==> src/rtl/freq_meter_pkg.sv <==
// Shared constants for the frequency meter: BCD digit geometry and default gate timing.
package freq_meter_pkg;

  localparam int DIGIT_W = 4;
  localparam logic [DIGIT_W-1:0] DIGIT_MAX = 4'd9;
  localparam int NUM_DIGITS = 4;

  // One-second gate at a 100 MHz system clock
  localparam int DEFAULT_GATE_CYCLES = 100_000_000;
  localparam int DEFAULT_GATE_W = 27;

endpackage

==> src/rtl/freq_meter_bcd_digit_cnt.sv <==
// One decade (0..9) counter stage; stages are chained through carry_out.
module bcd_digit_cnt
  import freq_meter_pkg::*;
(
  input  logic               clk,
  input  logic               rst_n,
  input  logic               inc,
  input  logic [DIGIT_W-1:0] load_val,
  input  logic               load,
  input  logic               clear,
  output logic [DIGIT_W-1:0] digit,
  output logic               carry_out
);

  assign carry_out = inc && (digit == DIGIT_MAX);

  // Priority: clear, then load, then increment; loads above 9 saturate to 9
  always_ff @(posedge clk or negedge rst_n) begin
    if (!rst_n) begin
      digit <= '0;
    end else if (clear) begin
      digit <= '0;
    end else if (load) begin
      digit <= (load_val > DIGIT_MAX) ? DIGIT_MAX : load_val;
    end else if (inc) begin
      digit <= carry_out ? '0 : digit + DIGIT_W'(1);
    end
  end

endmodule

==> src/rtl/freq_meter.sv <==
// Counts rising edges of sig_in over a gate of GATE_CYCLES clocks in four BCD digits.
// meas_valid is a one-cycle strobe with no back-pressure: freq_bcd/freq_ovf change only with it.
module freq_meter
  import freq_meter_pkg::*;
#(
  parameter int GATE_CYCLES = DEFAULT_GATE_CYCLES,
  parameter int GATE_W      = DEFAULT_GATE_W
) (
  input  logic        clk,
  input  logic        rst_n,
  input  logic        en,
  input  logic        sig_in,
  output logic [15:0] freq_bcd,
  output logic        freq_ovf,
  output logic        meas_valid,
  output logic        gate_active
);

  localparam logic [GATE_W-1:0] GATE_LAST = GATE_W'(GATE_CYCLES - 1);

  logic              s1, s2, s3;
  logic              edge_det;
  logic [GATE_W-1:0] gate_cnt;
  logic              terminal;
  logic              count_raw;
  logic              ovf_acc;
  logic              dig_load;
  logic [DIGIT_W-1:0] units_load_val, upper_load_val;
  logic [DIGIT_W-1:0] d0, d1, d2, d3;
  logic              c0, c1, c2, c3;

  always_ff @(posedge clk or negedge rst_n) begin
    if (!rst_n) begin
      s1 <= 1'b0;
      s2 <= 1'b0;
      s3 <= 1'b0;
    end else begin
      s1 <= sig_in;
      s2 <= s1;
      s3 <= s2;
    end
  end

  assign edge_det  = s2 & ~s3;
  assign terminal  = en && (gate_cnt == GATE_LAST);
  assign count_raw = en & edge_det & ~terminal;

  // c3 fires only when 9999 would roll over; that same cycle reloads 9s to hold
  assign dig_load       = terminal | c3;
  assign units_load_val = terminal ? {{(DIGIT_W-1){1'b0}}, edge_det} : DIGIT_MAX;
  assign upper_load_val = terminal ? '0 : DIGIT_MAX;

  bcd_digit_cnt u_dig0 (.clk(clk), .rst_n(rst_n), .inc(count_raw), .load_val(units_load_val),
                        .load(dig_load), .clear(~en), .digit(d0), .carry_out(c0));
  bcd_digit_cnt u_dig1 (.clk(clk), .rst_n(rst_n), .inc(c0), .load_val(upper_load_val),
                        .load(dig_load), .clear(~en), .digit(d1), .carry_out(c1));
  bcd_digit_cnt u_dig2 (.clk(clk), .rst_n(rst_n), .inc(c1), .load_val(upper_load_val),
                        .load(dig_load), .clear(~en), .digit(d2), .carry_out(c2));
  bcd_digit_cnt u_dig3 (.clk(clk), .rst_n(rst_n), .inc(c2), .load_val(upper_load_val),
                        .load(dig_load), .clear(~en), .digit(d3), .carry_out(c3));

  always_ff @(posedge clk or negedge rst_n) begin
    if (!rst_n) begin
      gate_cnt <= '0;
      ovf_acc  <= 1'b0;
    end else if (!en || terminal) begin
      gate_cnt <= '0;
      ovf_acc  <= 1'b0;
    end else begin
      gate_cnt <= gate_cnt + GATE_W'(1);
      if (c3) begin
        ovf_acc <= 1'b1;
      end
    end
  end

  always_ff @(posedge clk or negedge rst_n) begin
    if (!rst_n) begin
      freq_bcd    <= '0;
      freq_ovf    <= 1'b0;
      meas_valid  <= 1'b0;
      gate_active <= 1'b0;
    end else begin
      meas_valid  <= terminal;
      gate_active <= en;
      if (terminal) begin
        freq_bcd <= {d3, d2, d1, d0};
        freq_ovf <= ovf_acc;
      end
    end
  end

endmodule

==> config.mk <==
export PLATFORM = sky130hd
export DESIGN_NAME = freq_meter
export DESIGN_NICKNAME = d
export VERILOG_FILES = /design/src/rtl/freq_meter_pkg.sv /design/src/rtl/freq_meter_bcd_digit_cnt.sv /design/src/rtl/freq_meter.sv
export SDC_FILE = /design/constraint.sdc
export NUM_CORES = 1
export LEC_CHECK = 0
export CAP_MARGIN = 0
export CORE_MARGIN = 10
export CORE_UTILIZATION = 45
export DETAILED_ROUTE_END_ITERATION = 12
export DONT_BUFFER_PORTS = 1
export PLACE_DENSITY = 0.69
export SKIP_LAST_GASP = 1
export SYNTH_ARGS = -nofsm -noshare
export SYNTH_HDL_FRONTEND = slang
export SYNTH_HIERARCHICAL = 1
export SYNTH_SLANG_ARGS = --single-unit
==> constraint.sdc <==
create_clock -name clk -period 5 [get_ports clk]
set_input_delay 0.5 -clock clk [delete_from_list [all_inputs] [get_ports clk]]
set_output_delay 0.5 -clock clk [all_outputs]
set_load 0.05 [all_outputs]
==> results.txt, run 1 <==
The flow ran to the end, and the final reports show no timing, DRC or antenna violations. The net count of the finished layout is between 300 and 400. The total cell area at the placement stage is 3600 sq um. The overall routing resource usage is between 10% and 20%. Using the TritonRoute via totals, the vias-per-cell ratio works out to 5.61. The mean post-synth cell area is ~10 sq um.

Relative to the synthesized area, the layout overhead comes to 11.8%. Summing all multi-input logic gate instances after layout gives approximately 1700 sq um. The element type at the critical path start is a flip-flop.

The number of inserted diodes came out at 0. The die height is 108 um. The fmax came out at roughly 240 MHz. The number of enable-type register cells in the synthesized netlist came out at 0. The width of the die is ~110 um. In the final layout, the share of cells above drive strength 1 is between 10% and 20%. The number of pins with negative max-slew slack in the final report is 0. The placed wire-length estimate is 4540 um. The mux share of post-synthesis cell area is approximately 5.5%. The category of the worst setup path capture point is a flip-flop.

By area, the combinational part of the netlist is dominated by simple AND/OR/NAND/NOR gates. The average detailed-routed wire length per instance came out at between 15 and 20 um. Before antenna repair, the detailed router went through 4 iterations. The arrival time at the worst endpoint came out at ~4300 ps. Across all layers, the routed design uses 2546 vias.

Measured against its own limit, the worst slew margin works out to 56.3%. The number of distinct library cells after synthesis is 48. The library cells used most frequently in the layout, excluding fill and tap cells, are sky130_fd_sc_hd__dfrtp_1, sky130_fd_sc_hd__nor2_1, sky130_fd_sc_hd__a21oi_1.

Counting the buffers created by CTS gives 9. Buffers placed on the I/O ports in this run total 0. The buffer and inverter count on the worst path is 1. The signal on the critical path passes through ha_1, nand3_1, nor2_1, a41o_1, nor2_1, and4b_4, and4b_4, and4b_4, and4b_4, nand2b_1, buf_4, nor3_1, a2111oi_1. For this block, the initial DRC count from the detailed router was roughly 160.

The count of clock tree sinks came out at 66. The design area is slightly below 4000 sq um. The leakage power came out at 1.69 nW. The critical path data required time came out at 5200 ps. The power per standard cell area came out at 289 nW/um^2. The maximum level of the CTS H-tree is 3.

In the routed design, unresolved DRC markers number 0. The largest single stage delay on the critical path is approximately 450 ps. The register bit count reported by yosys is 66. The cell row count is 31. The number of max-cap violations came out at 0. The final clock period utilization by the worst path is 82.8%. The total wire length after detailed routing is about 6900 um. The count of nets left with antenna violations once routing finished came out at 0. The number of antenna violations at the first check in global routing was 0.

After detailed routing, no signal wire sits above met4. The total negative slack for setup checks came out at 0 ps. The TritonCTS clock tree is built. The final worst clock skew is between 6 and 7 ps.

The instance count of the mapped netlist is about 330. The clock latency reported for the late side of the worst-skew pair is around 340 ps. The residual overflow from global routing came out at 0.

The clock transition at the register clock pins on the worst setup and hold paths after CTS came out at about 80 ps. Counting stages on the worst path, the most repeated cell is sky130_fd_sc_hd__and4b_4. The wire length on met3 came out at between 300 and 400 um.

The share of the synthesized area in compound gates (AO/OA/AOI/OAI) came out at a little over an eighth. The worst ir drop on vdd came out at between 200 and 250 uV. The sequential element share of the synthesized area came out at between 40% and 50%. The maximum fanout count along the critical path is 17. The basic-gate share of the synthesized area counting and, or, nand and nor cells is approximately a quarter. The register cell area after layout is 1650 sq um. Setup repair after global routing left no endpoint under its margin. Leaving out fill and tap cells, the most frequent cell in the layout is sky130_fd_sc_hd__dfrtp_1.

The critical path in this run is classified as flip-flop to flip-flop. The maximum count of clock buffers along a single path is 2. Power comes to 0.00112 W. The min-delay analysis places its worst path in the category primary input to async pin. For the pin with the worst max-slew slack, the measured transition is about 660 ps. The floorplan step defined a die boundary enclosing ~12000 sq um. The met2 routed wirelength came out at 3120 um. The setup-violating endpoint count in the final report is 0. The root buffer cell chosen for the clock tree is sky130_fd_sc_hd__clkbuf_8. The total of warnings raised by yosys is 6.

The maximum number of pins on one net before global-route repair came out at 67. The detailed router put a total of 3390 um of wire on met1. The placeable core region came out at between 7000 and 8000 sq um. After Yosys synthesis, XOR and XNOR cells account for between 3 and 4% of the synthesized area. The total standard cell area after synthesis is between 3000 and 4000 sq um. Of all flip-flops after synthesis, the portion carrying an async set or reset was 100%. For this run, the leading register cell type out of synthesis is sky130_fd_sc_hd__dfrtp_1.

The number of placed I/O pins came out at 23. Broken down by cell family, the worst path's largest delay share belongs to simple AND/OR/NAND/NOR gates. Summing the areas of all fa, ha and maj instances in the mapped netlist gives about 3.3% of the synthesized area. After filler insertion, the fill cell instance count of the layout stands at between 600 and 700. The starting density of the core is roughly 47%. The via count of the first global-routing pass is ~2.4k. On the critical path, the stage with the largest delay is an instance of sky130_fd_sc_hd__nand2b_1. The first-pass GRT wire length is ~12000 um. The number of hold-slack violations in the final timing report came out at 0. The worst path in the final design needs a cycle of 4140 ps, including I/O delays and setup. The placer's final routability congestion estimate is a little over 0.8.
[path summary, 6_finish.rpt]
| kind | from | endpoint | slack, ps | depth (start not counted) |
|---|---|---|---|---|
| worst max-delay path | gate_cnt[0] | u_dig1/digit[3] | 860 | 13 |
| worst min-delay path | rst_n | u_dig2/digit[1] | 10 | 1 |
| worst max register to register | gate_cnt[0] | u_dig1/digit[3] | 860 | 13 |
| worst min register to register | s1 | s2 | 360 | 0 |
| max in group asynchronous | rst_n | gate_cnt[1] | 4680 | 1 |
| min in group clk | sig_in | s1 | 190 | 0 |
[timing repair]
action / in CTS / in global routing
hold buffers: 1 / 0
endpoints found under the setup margin: 0 / 0
setup buffers: 0 / 0
hold endpoints to repair: 66 / 0
resized for setup: 0 / 0
[cell families after synthesis]
group | after synthesis
AND/OR/NAND/NOR | 131
AO/OA/AOI/OAI | 69
flip-flops | 66
buffers and inverters | 26
multiplexers | 17
XOR/XNOR | 13
adder cells (fa/ha/maj) | 9
other | 1
[Yosys cell counts (4+ instances only)]
cell type / number / area, sq um
sky130_fd_sc_hd__a2111oi_1: 4 / 40.0
sky130_fd_sc_hd__a211o_1: 4 / 35.0
sky130_fd_sc_hd__a21boi_0: 4 / 30.0
sky130_fd_sc_hd__a21oi_1: 20 / 100
sky130_fd_sc_hd__a221oi_1: 4 / 35.0
sky130_fd_sc_hd__a31oi_1: 4 / 25.0
sky130_fd_sc_hd__and3_1: 4 / 25.0
sky130_fd_sc_hd__and3b_1: 4 / 35.0
sky130_fd_sc_hd__and4_1: 5 / 43.8
sky130_fd_sc_hd__and4b_4: 4 / 55.1
sky130_fd_sc_hd__buf_2: 7 / 35.0
sky130_fd_sc_hd__dfrtp_1: 66 / 1650
sky130_fd_sc_hd__ha_1: 9 / 113
sky130_fd_sc_hd__inv_1: 13 / 48.8
sky130_fd_sc_hd__mux2_2: 17 / 191
sky130_fd_sc_hd__nand2_1: 12 / 45.0
sky130_fd_sc_hd__nand2b_1: 10 / 62.6
sky130_fd_sc_hd__nand3_1: 11 / 55.1
sky130_fd_sc_hd__nand3b_1: 4 / 30.0
sky130_fd_sc_hd__nand4_1: 8 / 50.1
sky130_fd_sc_hd__nor2_1: 23 / 86.3
sky130_fd_sc_hd__nor2b_1: 8 / 50.1
sky130_fd_sc_hd__nor3_1: 6 / 30.0
sky130_fd_sc_hd__nor3b_1: 8 / 60.1
sky130_fd_sc_hd__o21ai_0: 10 / 50.1
sky130_fd_sc_hd__o21ai_1: 4 / 20.0
sky130_fd_sc_hd__o31a_1: 8 / 70.1
sky130_fd_sc_hd__o31ai_1: 6 / 45.0
sky130_fd_sc_hd__or3_1: 9 / 56.3
sky130_fd_sc_hd__or4_1: 5 / 37.5
sky130_fd_sc_hd__xnor2_1: 5 / 43.8
sky130_fd_sc_hd__xor2_1: 8 / 70.1
[registers in the layout, summed over array words and instances, names as in the netlist]
register and cells:
s2 1, u_dig3/digit 4, s1 1, s3 1, u_dig0/digit 4, u_dig1/digit 4
meas_valid 1, gate_cnt 27, u_dig2/digit 4, freq_ovf 1, freq_bcd 16, gate_active 1
ovf_acc 1
[through the flow]
step,hold WS (ps),setup slack [ps],utilization (%),instances
finish,9.69,860,52.5,454
global placement,207,1110,48.8,437
floorplan,204,1230,-,347
detailed placement,207,923,48.8,437
CTS,34.3,879,52.5,454
global route,36.7,493,52.5,454
[routing by layer]
metal	global-route usage (%)	vias up
li1	-	1251
met1	17.0	1238
met2	18.4	50
met3	3.65	7
met4	6.11	0
met5	0	-
[area by class of cell]
| cell class | instances | area share (%) |
|---|---|---|
| Inverter | 14 | 1.36 |
| Timing Repair Buffer | 4 | 1.29 |
| Multi-Input combinational cell | 255 | 45.2 |
| Sequential cell | 66 | 42.7 |
| Tap cell | 99 | 3.20 |
| Clock buffer | 9 | 3.20 |
| Clock inverter | 7 | 3.04 |
[power by group]
group | switching (W) | internal, W | total (W)
registers | 0.00000581 | 0.000538 | 0.000544
logic | 0.0000223 | 0.00000868 | 0.0000310
clock network | 0.000212 | 0.000331 | 0.000543
Power figures use the tool's default switching activity.
==> inputs of run 2 (changes only) <==
PLACE_DENSITY = 0.71   (was 0.69)
clock period = 3.8 ns   (was 5 ns; I/O delays follow)
==> run 2 against run 1 <==
Effect of this change: cell count up 1.1%; sequential share of layout area down 0.48 points; die area unchanged; hold slack better by 58 ps; clock skew up 6.6 ps; largest cell class unchanged.
==> results.txt, run 2 (synthesis results as in run 1) <==
The via count of the first global-routing pass came out at 2609. The maximum number of pins on one net before global-route repair is 67. On the final layout, the worst hold slack is roughly 67 ps. The cell chosen for the clock root is sky130_fd_sc_hd__clkbuf_8.

The register with the highest flop count is gate_cnt. The placed wire-length estimate came out at ~4800 um. The worst setup path is launched from a flip-flop. The number of buffers added by the clock tree synthesis step is 9. The total cell area at the placement stage is 3630 sq um. Once layout is done, the placed cells without fillers occupy 3910 sq um.

The number of max-cap violations is 0. The number of inserted diodes is 0. The residual overflow from global routing came out at 0.

The global routing usage on met1 is between 15 and 20%. OpenSTA, run right after detailed placement, puts the worst setup slack at about 130 ps. The final clock period utilization by the worst path came out at between 90% and 100%. The count of clock tree sinks is 66. The worst-margin pin slew is 525 ps. The initial DRC count came out at 217.

The die height is ~110 um. The layer flagged by global routing as most heavily used is met2. The cell depth of the worst min-delay path came out at 0. The clock period could shrink to between 3000 and 4000 ps. The number of pins with negative max-slew slack in the final report came to 0. The portion of total power attributed to combinational logic came out at 3.0%.

The setup-violating endpoint count in the final report came out at 0. The detailed-routing iteration count for the pre-antenna-repair pass is 4. The number of cells traversed by the worst register-to-register path came out at 13.

The via-per-instance ratio came out at about 5.7. The proportion of power drawn by flip-flops and latches is 49.5%. The count of buffers from port buffering is 0. The largest registers in the layout are gate_cnt (27), freq_bcd (16). The run finished with clean final reports. The library cells used most frequently in the layout, excluding fill and tap cells, are sky130_fd_sc_hd__dfrtp_1, sky130_fd_sc_hd__nor2_1, sky130_fd_sc_hd__a21oi_1. The placeable core region is about 7400 sq um. The number of remaining DRC errors came out at 0. The average detailed-routed wire length per instance came out at around 16 um.

In this run the horizontal extent of the chip is 108 um. Static timing analysis puts the maximum clock frequency at ~290 MHz. The switching power share of the total came out at 20.9%.

Setup repair after global routing left no endpoint under its margin. The internal power of the cells came out at approximately 0.0011 W. The commonest non-fill, non-tap cell in the layout is sky130_fd_sc_hd__dfrtp_1.

The overall power of the completed layout is around 0.0014 W. Compared with the post-synthesis result, the final layout area differs by 13.0%. The maximum fanout count along the critical path came out at 14. The fraction of final layout cells with drive strength greater than 1 came out at roughly 14%. The register with the most flip-flops in the layout has 27 of them. The number of fillers in the final layout came out at approximately 670. The maximum count of clock buffers along a single path came out at 2. The total wire length after detailed routing came out at approximately 7200 um. The final setup slack of the worst path is 301 ps. The placer's final routability congestion estimate came out at approximately 0.82. The arrival time at the worst endpoint is ~3700 ps. The final worst clock skew is 13.2 ps. The power per standard cell area is 370 nW/um^2. Global routing consumed, on the met2 layer, 19.5% of the routing resources. The number of hold-slack violations in the final timing report came out at 0. The overall routing resource usage is around 13%. The critical path is of the flip-flop to flip-flop type. Global routing used under 10% of the available met3 tracks. The path class of the tightest hold or removal check is primary input to flip-flop. The total negative slack for setup checks came out at 0 ps. The die covers 11600 sq um. In this run the remaining antenna-violating nets after routing total 0.

Measured against its own limit, the worst slew margin works out to ~65%. TritonCTS built the clock tree. The net switching power figure is between 0.0003 and 0.0004 W. The critical path data required time came out at approximately 4000 ps. STA classifies the critical path endpoint as a flip-flop. Clock-pin slew was measured on the worst setup and hold paths at approximately 80 ps.

The first global-routing pass estimated 12300 um of wire. VDD sags by at most between 100 and 150 uV. The starting density of the core came out at a little under half. The number of buffers added for setup after CTS came out at 0.

The leakage power is 1.71 nW. The number of antenna violations at the first check in global routing is 0. The clock latency reported for the late side of the worst-skew pair is approximately 330 ps.

The cell row count is 31. The routed layout has approximately 2.6k vias. The number of placed I/O pins is 23. Of the total power, the clock network draws between 40 and 50%. The net count of the finished layout came out at between 300 and 400. The maximum level of the CTS H-tree is 3.
==> run 2: cell count changes in the layout (fill, tap and decap cells not counted) <==
cell | before | now
sky130_fd_sc_hd__clkinv_2 | 2 | 1
sky130_fd_sc_hd__clkinv_4 | 2 | 0
sky130_fd_sc_hd__clkinvlp_4 | 0 | 1
sky130_fd_sc_hd__dlygate4sd3_1 | 0 | 1
sky130_fd_sc_hd__clkbuf_8 | 9 | 12
sky130_fd_sc_hd__nand2b_1 | 10 | 9
sky130_fd_sc_hd__buf_4 | 3 | 7
sky130_fd_sc_hd__bufinv_16 | 3 | 2
sky130_fd_sc_hd__nand2b_4 | 0 | 1
==> run 2: cell type report <==
| class | instances | area, sq um | share of cell area (%) |
|---|---|---|---|
| clock buffers | 12 | 165 | 4.22 |
| clock inverters | 4 | 72.6 | 1.86 |
| inverters | 14 | 52.6 | 1.34 |
| multi-input cells | 255 | 1750 | 44.9 |
| flip-flops and latches | 66 | 1650 | 42.2 |
| well taps | 99 | 124 | 3.17 |
| repair buffers | 9 | 90.1 | 2.30 |
==> run 2: power groups by stage <==
stage | logic, W | registers, W | clock network, W
floorplan | 0.0000200 | 0.000728 | 0
global route | 0.0000515 | 0.000716 | 0.000730
finish | 0.0000439 | 0.000715 | 0.000687
global placement | 0.0000261 | 0.000729 | 0
CTS | 0.0000450 | 0.000715 | 0.000701
detailed placement | 0.0000263 | 0.000729 | 0
==> run 2: what timing repair did <==
item                       CTS  global route
setup endpoints to repair    0             7
hold endpoints to repair    66             0
gates resized for setup      0             2
hold buffers                 2             0
==> run 2: per-layer routing <==
metal | routed length, um | up-vias
met3 | 301 | 17
met2 | 3290 | 35
met1 | 3420 | 1302
li1 | - | 1255
met5 | 0 | -
met4 | 191 | 0
==> run 2: final timing paths <==
kind	from	end	slack (ps)
min in group asynchronous	rst_n	freq_bcd[11]	580
max in group asynchronous	rst_n	u_dig0/digit[1]	2950
worst max-delay path	gate_cnt[0]	u_dig3/digit[3]	300
worst min register to register	s1	s2	350
worst min-delay path	sig_in	s1	70
worst max register to register	gate_cnt[0]	u_dig3/digit[3]	300
==> run 2: through the flow <==
stage               utilization, %  instances
CTS                           53.0        459
detailed placement            49.2        441
finish                        53.1        459
floorplan                        -        347
global placement              49.2        441
global route                  53.1        459
==> run 2: worst max-delay path, stage by stage, from the launching register on <==
cell	delay, ps
sky130_fd_sc_hd__dfrtp_1	400
sky130_fd_sc_hd__ha_1	270
sky130_fd_sc_hd__nand3_1	150
sky130_fd_sc_hd__nor2_1	110
sky130_fd_sc_hd__a41o_1	260
sky130_fd_sc_hd__nor2_1	150
sky130_fd_sc_hd__and4b_4	310
sky130_fd_sc_hd__and4b_4	320
sky130_fd_sc_hd__and4b_4	310
sky130_fd_sc_hd__and4b_4	270
sky130_fd_sc_hd__nand2b_4	210
sky130_fd_sc_hd__nand2b_1	160
sky130_fd_sc_hd__nor2_1	60
sky130_fd_sc_hd__a2111oi_1	400
==> inputs of run 3 (changes only) <==
CELL_PAD_IN_SITES_DETAIL_PLACEMENT = 1   (was unset)
CELL_PAD_IN_SITES_GLOBAL_PLACEMENT = 2   (was unset)
CORE_UTILIZATION = 38   (was 45)
PLACE_DENSITY = 0.85   (was 0.71)
SKIP_LAST_GASP = unset   (was 1)
==> run 3 against run 2 <==
Effect of this change: worst setup slack got worse by 22 ps; clock-buffer cell count decreased by 1; via count increased by 1.6%.
==> results.txt, run 3 (synthesis results as in run 1) <==
The flow ran to the end, and the final reports show no timing, DRC or antenna violations. The number of antenna violations at the first check in global routing is 0. The final clock period utilization by the worst path came out at 92.7%. The final cell count without fillers is 469. The count of clock tree sinks came out at 66. The timing startpoint of the critical path is gate_cnt[0]. The total wire length after detailed routing is between 8000 and 9000 um. The flip-flop count of the largest register after layout is 27. The residual overflow from global routing came out at 0. The via count of the first global-routing pass came to ~2.9k. For the pin with the worst max-slew slack, the measured transition is 688 ps. Ranked by flip-flop count, first place goes to gate_cnt. The worst hold path begins at sig_in. The floorplan step set the die width to approximately 120 um. The first-pass GRT wire length came out at approximately 14000 um. The total cell area at the placement stage came out at around 3600 sq um. The average detailed-routed wire length per instance came out at around 18 um.

The critical path data required time is between 4000 and 5000 ps. The worst ir drop on vdd came out at ~150 uV. The number of pins with negative max-slew slack in the final report came to 0.

In the layout the commonest cells are sky130_fd_sc_hd__dfrtp_1, sky130_fd_sc_hd__nor2_1, sky130_fd_sc_hd__a21oi_1. The footprint of the multi-input gates came out at approximately 1700 sq um. The number of inserted diodes is 0. The arrival time at the worst endpoint is ~3700 ps.

The root buffer cell chosen for the clock tree is sky130_fd_sc_hd__clkbuf_8. The number of buffers added for setup after CTS came out at 0. In this run the static leakage power is roughly 1.7 nW.

Traced cell by cell, the critical path runs through ha_1, nand3_1, nor2_1, a41o_1, nor2_1, and4b_4, and4b_4, and4b_4, and4b_4, nand2b_1, buf_4, nor3_1, a2111oi_1. The largest single stage delay on the critical path is about 400 ps. The clock passes through at most 2 buffers. The TritonCTS clock tree is built. The maximum number of pins on one net before global-route repair came out at between 60 and 70. The via-per-instance ratio is between 5 and 6.

The type of the setup path with the least slack is flip-flop to flip-flop. The category of the worst setup path capture point is a flip-flop. The net count of the finished layout came out at roughly 370.

Setup repair after global routing left no endpoint under its margin. The register cell area after layout is around 1700 sq um. The clock period could shrink to between 3000 and 4000 ps. In this run the worst hold path is classified as primary input to flip-flop. The detailed-routing iteration count for the pre-antenna-repair pass came out at 4. The total negative slack for setup checks is 0 ps. The initial utilization of the core area, before any placement, comes to around 39%.

Leaving out fill and tap cells, the most frequent cell in the layout is sky130_fd_sc_hd__dfrtp_1. The die height is 115 um. Routability-driven placement finished with a final weighted congestion of about 0.77.

The area added between synthesis and finish came out at 12.8%. The power per standard cell area is 365 nW/um^2. The placed wire-length estimate came out at 5640 um. The element type at the critical path start is a flip-flop. The largest registers in the layout are gate_cnt (27), freq_bcd (16). The area of the die came out at roughly 13000 sq um.

The placeable core region is roughly 9000 sq um. The final worst clock skew came out at between 10 and 15 ps. Including well taps, the total number of placed cells is roughly 450. The clock transition at the register clock pins on the worst setup and hold paths after CTS came out at around 70 ps.

The startpoint of the most critical register-to-register path is gate_cnt[0]. The number of remaining DRC errors is 0. CTS built an H-tree with a depth of 3.

After routing the design area is 3900 sq um. The number of hold-slack violations in the final timing report came out at 0. Across all layers, the routed design uses between 2k and 3k vias. The worst-case setup slack after placement is 275 ps. Setup violations remaining at the end of the flow were counted as 0. The number of fillers in the final layout is just under 1k. The final core area utilization came out at 44.3%.

The number of buffers added by the clock tree synthesis step came out at 9. Counting stages on the worst path, the most repeated cell is sky130_fd_sc_hd__and4b_4. The maximum fanout count along the critical path came out at 12. The clock reaches the later pin of the worst-skew pair after around 350 ps. The residual antenna-violating net count after detailed routing came out at 0. Global routing used around an eighth of the available tracks.

The number of placed I/O pins is 23. Measured against its own limit, the worst slew margin works out to between 50% and 60%. Based on the critical path, the design can be clocked at up to ~280 MHz.

The final setup slack of the worst path came out at roughly 280 ps. The slowest stage of the critical path belongs to the cell sky130_fd_sc_hd__dfrtp_1. The fraction of final layout cells with drive strength greater than 1 is 13.6%. The cell row count is 34.

Max-cap violations in this run came to 0. The initial DRC count came out at between 90 and 100. The count of buffers from port buffering came out at 0.
## run 3: cell types whose count changed in the layout (fill, tap and decap cells not counted)
cell	change
sky130_fd_sc_hd__clkbuf_1	+1
sky130_fd_sc_hd__clkinv_2	+1
sky130_fd_sc_hd__buf_4	+1
sky130_fd_sc_hd__nand2b_1	+1
sky130_fd_sc_hd__clkbuf_8	-2
sky130_fd_sc_hd__nand2b_4	-1
## run 3: through the flow
step	hold WS (ps)	power, W
finish	54.2	0.00143
global route	35.4	0.00149
CTS	35.1	0.00145
detailed placement	86.6	0.000758
global placement	87.1	0.000756
floorplan	84.4	0.000748
## run 3: path summary, 6_finish.rpt
check	slack (ps)	depth (start not counted)	endpoint
setup / recovery	280	13	u_dig0/digit[3]
hold / removal	50	0	s1
setup reg to reg	280	13	u_dig0/digit[3]
hold reg to reg	380	0	s2
max in group asynchronous	2960	2	gate_cnt[21]
min in group asynchronous	550	2	freq_bcd[10]
## run 3: critical path: cells and delay by family (launching register included)
| family | cells | cell delay [ps] |
|---|---|---|
| buffers and inverters | 1 | 240 |
| AND/OR/NAND/NOR | 9 | 1830 |
| AO/OA/AOI/OAI | 2 | 620 |
| adder cells (fa/ha/maj) | 1 | 270 |
| flip-flops | 1 | 410 |
## run 3: repair_timing
action | CTS | global route
hold buffers | 2 | 0
resized for setup | 0 | 0
hold endpoints to repair | 66 | 0
setup endpoints to repair | 0 | 0
## run 3: layout make-up
type,count,area share [%]
clock buffer,11,3.62
clock inverter,5,1.99
inverter,14,1.35
multi-input combinational,255,44.8
sequential,66,42.3
tap,108,3.46
timing repair buffer,10,2.50
## run 3: per-layer routing
layer | wire length [um] | track usage, % | vias to the layer above
met5 | 0 | 0 | -
met4 | 141 | 5.24 | 0
met3 | 335 | 3.88 | 15
met2 | 3970 | 21.5 | 28
met1 | 3910 | 16.5 | 1355
li1 | - | - | 1254
## run 3: power breakdown
group	switching [W]	internal, W	leakage (nW)	total [W]
clock	0.000279	0.000385	0.109	0.000664
combinational	0.0000326	0.0000135	0.683	0.0000461
sequential	0.00000808	0.000708	0.910	0.000716
total	0.000319	0.00111	1.70	0.00143
==> variant: new RTL, settings of run 2 <==
Register the inputs `en` and `sig_in` before use. The logic sees them one clock later. Comments in the files are not updated.
--- a/src/rtl/freq_meter.sv
+++ b/src/rtl/freq_meter.sv
@@ -19,4 +19,12 @@
   localparam logic [GATE_W-1:0] GATE_LAST = GATE_W'(GATE_CYCLES - 1);
 
+  logic en_q;
+  logic sig_q;
+
+  always_ff @(posedge clk) begin
+    en_q  <= en;
+    sig_q <= sig_in;
+  end
+
   logic              s1, s2, s3;
   logic              edge_det;
@@ -36,5 +44,5 @@
       s3 <= 1'b0;
     end else begin
-      s1 <= sig_in;
+      s1 <= sig_q;
       s2 <= s1;
       s3 <= s2;
@@ -43,6 +51,6 @@
 
   assign edge_det  = s2 & ~s3;
-  assign terminal  = en && (gate_cnt == GATE_LAST);
-  assign count_raw = en & edge_det & ~terminal;
+  assign terminal  = en_q && (gate_cnt == GATE_LAST);
+  assign count_raw = en_q & edge_det & ~terminal;
 
   // c3 fires only when 9999 would roll over; that same cycle reloads 9s to hold
@@ -52,11 +60,11 @@
 
   bcd_digit_cnt u_dig0 (.clk(clk), .rst_n(rst_n), .inc(count_raw), .load_val(units_load_val),
-                        .load(dig_load), .clear(~en), .digit(d0), .carry_out(c0));
+                        .load(dig_load), .clear(~en_q), .digit(d0), .carry_out(c0));
   bcd_digit_cnt u_dig1 (.clk(clk), .rst_n(rst_n), .inc(c0), .load_val(upper_load_val),
-                        .load(dig_load), .clear(~en), .digit(d1), .carry_out(c1));
+                        .load(dig_load), .clear(~en_q), .digit(d1), .carry_out(c1));
   bcd_digit_cnt u_dig2 (.clk(clk), .rst_n(rst_n), .inc(c1), .load_val(upper_load_val),
-                        .load(dig_load), .clear(~en), .digit(d2), .carry_out(c2));
+                        .load(dig_load), .clear(~en_q), .digit(d2), .carry_out(c2));
   bcd_digit_cnt u_dig3 (.clk(clk), .rst_n(rst_n), .inc(c2), .load_val(upper_load_val),
-                        .load(dig_load), .clear(~en), .digit(d3), .carry_out(c3));
+                        .load(dig_load), .clear(~en_q), .digit(d3), .carry_out(c3));
 
   always_ff @(posedge clk or negedge rst_n) begin
@@ -64,5 +72,5 @@
       gate_cnt <= '0;
       ovf_acc  <= 1'b0;
-    end else if (!en || terminal) begin
+    end else if (!en_q || terminal) begin
       gate_cnt <= '0;
       ovf_acc  <= 1'b0;
@@ -83,5 +91,5 @@
     end else begin
       meas_valid  <= terminal;
-      gate_active <= en;
+      gate_active <= en_q;
       if (terminal) begin
         freq_bcd <= {d3, d2, d1, d0};
Check against the original RTL: not equivalent (a bounded check fails within 4 cycles, from zero or initial values and one cycle with rst_n low).
==> variant against run 2 <==
Worst setup slack lost 0.024 ns. Via count increased by 2.2%. Fmax fell by 0.68%. Power fell by 7.8%. Global-route usage shrank 0.49 points. Critical path depth stayed put. Design area increased by 1.9%. Sequential cell count rose by 2. Count of clock-buffer cells in the layout is 1 lower. Area after synthesis up 4.0%. Routed wire length is 0.69% lower. Die area grew 3.2%.
==> variant: results (changes against run 2) <==
Status
  • Status: complete, no violations (unchanged)

Placed design
  • Dpl hpwl: 4.75 mm (was 4.76 mm)
  • IO Port Bufs: 0 (unchanged)
  • Placed inst area: 0.00377 mm² (was 0.00363 mm²)
  • Dpl ws: 0.166 ns (was 0.129 ns)
  • Routability Congestion: 0.871 (was 0.819)

Synth
  • FFs w/ async S/R, synth: 0.971 (was 1.00)
  • Sequential share of the synthesized area: 0.470 (was 0.477)
  • Number of distinct library cells after synthesis: 52 (was 48)
  • Top area cells in the synthesized netlist: dfrtp_1 (46%), mux2_2 (5.3%), ha_1 (3.1%) (was dfrtp_1 (48%), mux2_2 (5.5%), ha_1 (3.3%))
  • Post-synth top cells: dfrtp_1 (66), nor2_1 (25), a21oi_1 (19) (was dfrtp_1 (66), nor2_1 (23), a21oi_1 (20))

STA
  • Clock skew: 0.00654 ns (was 0.0132 ns)
  • Slew @ Worst Pin: 0.614 ns (was 0.525 ns)
  • Setup TNS: 0 ns (unchanged)
  • Hold slack: 0.0672 ns (was 0.0674 ns)

Worst setup path
  • CP Max Fanout: 22 (was 14)
  • Critical Path AT: 3.73 ns (was 3.71 ns)
  • Register-to-register setup slack: 0.28 ns (was 0.30 ns)
  • Worst flop-to-flop path endpoint: u_dig2/digit[3] (was u_dig3/digit[3])

Global route
  • Initial antenna violation count: 0 (unchanged)
  • First-pass GRT wire length: 12.0 mm (was 12.3 mm)
  • GRT Overall Usage: 0.124 (was 0.129)
  • Vias in the first global route: 2618 (was 2609)

Min path
  • Worst hold path class: in -> reg (unchanged)
  • Hold depth: 0 (unchanged)
  • Hold Path Sink: sig_q (was s1)

Power and ir drop
  • Lkg Pwr: 1.67 nW (was 1.71 nW)
  • VDD IR max: 214 µV (was 147 µV)

Routing
  • DR pass1 iterations: 6 (was 4)
  • DRT iter0 DRCs: 90 (was 217)
  • Wire per inst: 15.1 µm (was 15.7 µm)
  • DR vias: 2667 (was 2609)

Final layout
  • Nets@finish: 382 (was 368)
  • Filler Cell Count: 715 (was 665)
  • Ratio of cells with drive above 1 in the final layout: 0.132 (was 0.139)
  • Seq. cell area: 0.00169 mm² (was 0.00165 mm²)

CTS
  • Clock transition at path regs: 0.07 ns
[variant: cell type report]
type,instances,area share
clock buffer,11,0.0330
sequential,68,0.424
timing repair buffer,7,0.0188
clock inverter,3,0.0100
tap,102,0.0320
inverter,13,0.0122
multi-input combinational,270,0.469
[variant: per-layer routing]
| metal | vias to the layer above | global-route usage | wire, µm |
|---|---|---|---|
| met3 | 13 | 0.0363 | 293 |
| met1 | 1298 | 0.138 | 3150 |
| met4 | 0 | 0.0465 | 104 |
| li1 | 1314 | - | - |
| met2 | 42 | 0.218 | 3610 |
| met5 | - | 0 | 0 |
[variant: critical path: stages, from the launching register on]
cell       delay [ns]
dfrtp_1          0.41
ha_1             0.24
and3_1           0.19
nand4b_1         0.18
o31ai_4          0.10
nor2_1           0.14
and4b_4          0.32
and4b_4          0.31
and4b_4          0.31
and4b_4          0.27
or2_4            0.25
buf_4            0.23
nor3_1           0.06
a2111oi_1        0.36
[variant: metrics by stage]
step                      total power, W  cells
after floorplan                 0.000771    362
after global placement          0.000777    458
after detailed placement        0.000779    458
after CTS                        0.00135    474
after global routing             0.00139    474
final                            0.00133    474
[variant: how the worst max path moves through the flow]
| stage | startpoint | to | slack, ns | depth (start not counted) |
|---|---|---|---|---|
| 5_1_grt | gate_cnt[0] | u_dig2/digit[3] | 0.08 | 13 |
| 6_report | gate_cnt[0] | u_dig2/digit[3] | 0.28 | 13 |
| 3_3_place_gp | gate_cnt[13] | u_dig1/digit[1] | 0.29 | 12 |
| 3_5_place_dp | gate_cnt[0] | u_dig1/digit[3] | 0.17 | 13 |
| 4_1_cts | gate_cnt[0] | u_dig1/digit[3] | 0.15 | 13 |
| 2_1_floorplan | gate_cnt[0] | u_dig0/digit[1] | 0.02 | 15 |
[variant: power by group]
part           internal (W)  switching, W  leakage, nW
clock network      0.000294      0.000258       0.0890
registers          0.000730    0.00000878        0.927
logic             0.0000127     0.0000297        0.652
[variant: kinds of logic (layout without fill, tap and decap cells)]
logic type,after synthesis,count (layout),synth area share
compound gates,74,74,0.143
xor+xnor,11,11,0.0268
fa+ha+maj,9,9,0.0313
buf+inv,24,34,0.0285
flops,68,68,0.470
mux,17,17,0.0532
other cells,1,16,0.00104
simple gates,143,143,0.246
[variant: what timing repair did]
action	CTS	global route
resized for setup	0	1
hold endpoints to repair	66	0
setup endpoints to repair	0	3
hold buffers	2	0
